File: src/rtl/regfile_sb.sv
// Multi-read-port register file with per-register pending scoreboard and hardwired x0.
// Optional write-to-read forwarding is enabled by defining REGFILE_BYPASS_EN.
module regfile_sb #(
    parameter int XLEN = 32,
    parameter int AW   = 5,
    parameter int NRP  = 2
) (
    input  logic                clk,
    input  logic                rst,
    input  logic [NRP*AW-1:0]   rd_addr,
    output logic [NRP*XLEN-1:0] rd_data,
    output logic [NRP-1:0]      rd_busy,
    input  logic                wrt_en,
    input  logic [AW-1:0]       oprd,
    input  logic [XLEN-1:0]     wrt_data,
    input  logic                rsv_en,
    input  logic [AW-1:0]       rsv_addr,
    output logic                rsv_ready,
    output logic [AW:0]         busy_cnt
);

    localparam int NREGS = 1 << AW;

    logic [XLEN-1:0]  r_mem [NREGS];
    logic [NREGS-1:0] r_pend;
    logic [AW:0]      r_busy_cnt;

    logic w_wr;
    logic w_rsv_acc;
    logic w_set;
    logic w_clr;

    assign w_wr = wrt_en && (oprd != '0);

    // A same-cycle write to the reserved register frees it for the new producer.
    assign rsv_ready = !rsv_en || (rsv_addr == '0) || !r_pend[rsv_addr] ||
                       (wrt_en && (oprd == rsv_addr));
    assign w_rsv_acc = rsv_en && rsv_ready && (rsv_addr != '0);

    // Write+reserve of the same pending register leaves its bit set: neither set nor clear.
    assign w_set = w_rsv_acc && !r_pend[rsv_addr];
    assign w_clr = w_wr && r_pend[oprd] && !(w_rsv_acc && (rsv_addr == oprd));

    always_ff @(posedge clk or negedge rst) begin
        if (!rst) begin
            for (int i = 0; i < NREGS; i++) begin
                r_mem[i] <= '0;
            end
            r_pend     <= '0;
            r_busy_cnt <= '0;
        end else begin
            if (w_wr) begin
                r_mem[oprd]  <= wrt_data;
                r_pend[oprd] <= 1'b0;
            end
            if (w_rsv_acc) begin
                r_pend[rsv_addr] <= 1'b1;
            end
            r_busy_cnt <= r_busy_cnt + (AW+1)'(w_set) - (AW+1)'(w_clr);
        end
    end

    assign busy_cnt = r_busy_cnt;

    for (genvar p = 0; p < NRP; p++) begin : g_rd
        logic [AW-1:0]   w_ra;
        logic [XLEN-1:0] w_rd;
        assign w_ra = rd_addr[p*AW +: AW];
        assign w_rd = (w_ra == '0) ? '0 : r_mem[w_ra];
`ifdef REGFILE_BYPASS_EN
        logic w_fwd;
        assign w_fwd = w_wr && (oprd == w_ra);
        assign rd_data[p*XLEN +: XLEN] = w_fwd ? wrt_data : w_rd;
        assign rd_busy[p] = !w_fwd && r_pend[w_ra];
`else
        assign rd_data[p*XLEN +: XLEN] = w_rd;
        assign rd_busy[p] = r_pend[w_ra];
`endif
    end

endmodule

File: config.mk
export PLATFORM = sky130hd
export DESIGN_NAME = regfile_sb
export DESIGN_NICKNAME = d
export VERILOG_FILES = /design/src/rtl/regfile_sb.sv
export SDC_FILE = /design/constraint.sdc
export NUM_CORES = 2
export LEC_CHECK = 0
export BUFFER_PORTS_ARGS = -buffer_cell sky130_fd_sc_hd__clkbuf_2
export CORE_UTILIZATION = 50
export DETAILED_ROUTE_END_ITERATION = 12
export PLACE_DENSITY = 0.69
export SYNTH_ARGS = -nofsm -noshare
export SYNTH_HDL_FRONTEND = slang
export SYNTH_SLANG_ARGS = --single-unit
File: constraint.sdc
create_clock -name clk -period 3.25 [get_ports clk]
set_clock_uncertainty 0.2 [all_clocks]
set_input_delay 0.1625 -clock clk [delete_from_list [all_inputs] [get_ports clk]]
set_output_delay 0.1625 -clock clk [all_outputs]
set_load 0.05 [all_outputs]
==> flow_summary.json <==
{
  "status": "finished, final reports clean",
  "fin_nets": 3750,
  "crit_path_end": "rd_data[36]",
  "synth-async-reset-ratio": 1.00,
  "relSlewSlack": 0.317,
  "crit_path_start_kind": "flip-flop",
  "ys.flop_type": "dfrtp_1",
  "root_buffer": "clkbuf_16",
  "grt_pass1_vias": 36800,
  "clock_sinks": 1062,
  "ys_seq_area_frac": 0.466,
  "p_total_mw": 40.9,
  "crit_arrival_ns": 2.79,
  "grt_usage": 0.292,
  "clk_path_buf_depth": 3,
  "maxCapViolCount": 0,
  "ys.warnings.count": 0,
  "hold_violations": 0,
  "antenna_found_initial": 5,
  "peakVddDrop_uv": 527,
  "insertion_delay_ns": 0.70,
  "drv_slew": 0,
  "wl_met3_um": 12000,
  "fmax_mhz": 317,
  "io_pins": 129,
  "crit_type": "reg2out",
  "tightest_slew_ns": 1.02,
  "drt-wirelength-per-cell_um": 31.3,
  "postSynthNetCount": 3660,
  "synth_top_cell_area_share": 0.466,
  "num_rows": 123,
  "yosys.area.top_type": "dfrtp_1",
  "vias": 34900,
  "rsz0062_at_grt": "yes",
  "yosysMostFrequentCell": "dfrtp_1",
  "wl_met1_um": 65400,
  "io_buffers": 128,
  "synth.avg_cell_area_sq_um": 15.9,
  "clkTransAtPathRegs_ns": 0.06,
  "yosys_register_bits": 1062,
  "hpwlAfterDp_um": 99900,
  "htree_levels": 3,
  "antenna_left": 0,
  "setup_viol": 0,
  "r2r_slack_ns": 0.11,
  "wl_met2_um": 80500,
  "via_per_inst": 6.62,
  "cts_tree": "built",
  "hp-class": "in2reg",
  "dr.max_layer_used": "met5",
  "total_leakage_power_nw": 28.1,
  "dr.pass1.iters": 7,
  "synthCells": 3597,
  "timing.critical_path.from": "r_mem[132]",
  "critPathCaptureType": "output port",
  "crit_fanout": 3,
  "drive_gt1_frac": 0.587,
  "worst-endpoint-required_ns": 2.89,
  "die_w_um": 340,
  "period_minus_slack_ns": 3.15,
  "reg2reg_depth": 13,
  "drt_iter0_drc": 2968,
  "synth.distinct_cells": 54,
  "routed_wl_um": 165000,
  "fp.dieH_um": 340,
  "core-area_sq_um": 113000,
  "tns_ns": 0,
  "power_density_nw_per_um2": 629,
  "synth_commonest_cells": "1062 x dfrtp_1, 968 x mux2_2, 670 x mux4_2",
  "syn2layout_area_growth_pct": 13.9,
  "globalRouteOverflowTotal": 0,
  "period_share": 0.969,
  "synth_edf_count": 0,
  "grt_pass1_wl_um": 248000,
  "routabilityCongestion": 0.911,
  "r2r_end": "busy_cnt[4]",
  "syn_area_sq_um": 57100,
  "drc": 0,
  "synth.area.top_cells": "dfrtp_1 47%, mux4_2 26%, mux2_2 19%, clkbuf_1 1.4%, buf_2 1.2%",
  "r2r_start": "r_pend[7]",
  "design.die.area_sq_um": 116000,
  "grt_max_degree": 120,
  "start_util": 0.506,
  "numCtsBuffers": 112
}
-- worst max-delay path: stages, from the launching register on --
cell,delay (ns)
dfrtp_1,0.39
mux4_2,0.49
mux4_2,0.50
nand2_1,0.09
o21ai_1,0.26
clkbuf_2,0.34
-- layout by cell type, fill, tap and decap left out, types with 40 or more instances in the layout --
| cell type | synthesis | routed |
|---|---|---|
| dfrtp_1 | 1062 | 1062 |
| mux2_2 | 968 | 968 |
| mux4_2 | 670 | 670 |
| buf_4 | 13 | 143 |
| clkbuf_16 | 0 | 114 |
| clkbuf_2 | 1 | 112 |
| nand2_1 | 126 | 107 |
| buf_12 | 0 | 83 |
| inv_1 | 78 | 78 |
| o21ai_1 | 70 | 70 |
| dlygate4sd3_1 | 0 | 40 |
-- where the power goes --
part | switching [mW] | internal [mW] | leakage (nW) | total (mW)
registers | 1.84 | 15.8 | 13.6 | 17.6
clock network | 5.49 | 7.87 | 1.90 | 13.4
logic | 4.33 | 5.59 | 12.6 | 9.92
total | 11.7 | 29.2 | 28.1 | 40.9
-- state kept, by name (all words and copies together) (netlist names) --
register  flops
busy_cnt      6
r_mem      1024
r_pend       32
-- cells by family (layout without fill, tap and decap cells) --
family | Yosys count | in the layout | share of synthesized area
compound gates | 127 | 127 | 0.0130
mux | 1675 | 1675 | 0.462
flops | 1062 | 1062 | 0.466
simple gates | 229 | 229 | 0.0187
other cells | 0 | 2 | 0
buf+inv | 487 | 667 | 0.0372
fa+ha+maj | 7 | 7 | 0.00167
xor+xnor | 10 | 10 | 0.00153
-- cell type report --
class | count | area (sq um)
inverters | 78 | 293
diodes | 2 | 5.00
flip-flops and latches | 1062 | 26600
clock buffers | 162 | 3320
multi-input cells | 2048 | 28600
clock inverters | 42 | 526
repair buffers | 385 | 3790
fillers | 8641 | 47800
well taps | 1500 | 1880
-- metrics by stage --
stage | setup slack [ns] | hold slack, ns | instance area, sq um | instances | util
floorplan | 0.0753 | -0.333 | 57100 | 3597 | -
global placement | -0.0887 | -0.0870 | 60700 | 5032 | 0.538
detailed placement | -0.0379 | -0.0863 | 60700 | 5032 | 0.538
CTS | 0.00621 | 0.00211 | 65000 | 5277 | 0.576
global route | -0.0386 | 0.0491 | 65000 | 5278 | 0.576
finish | 0.100 | 0.0250 | 65000 | 5279 | 0.576
-- worst min-delay path by stage --
stage,start,end,slack [ns],depth (start not counted)
after floorplan,rst,busy_cnt[0],-0.33,0
after global placement,rst,r_mem[760],-0.09,1
after detailed placement,rst,r_mem[760],-0.09,1
after CTS,wrt_data[24],r_mem[952],0.002,2
after global routing,wrt_data[24],r_mem[472],0.05,2
final,wrt_data[31],r_mem[863],0.03,2
-- layer usage --
metal,track usage,up-vias
met4,0.122,6
met1,0.392,19100
met3,0.0555,376
met2,0.468,1318
met5,0.00123,-
li1,-,14100
-- timing repair --
| action | 4_1_cts | 5_1_grt |
|---|---|---|
| gates resized for setup | 0 | 5 |
| buffers inserted | 0 | 0 |
| endpoints found under the hold margin | 1589 | 0 |
| setup endpoints to repair | 0 | 4 |
| hold buffers | 41 | 0 |
No activity file was read; power rests on OpenSTA's default activity.
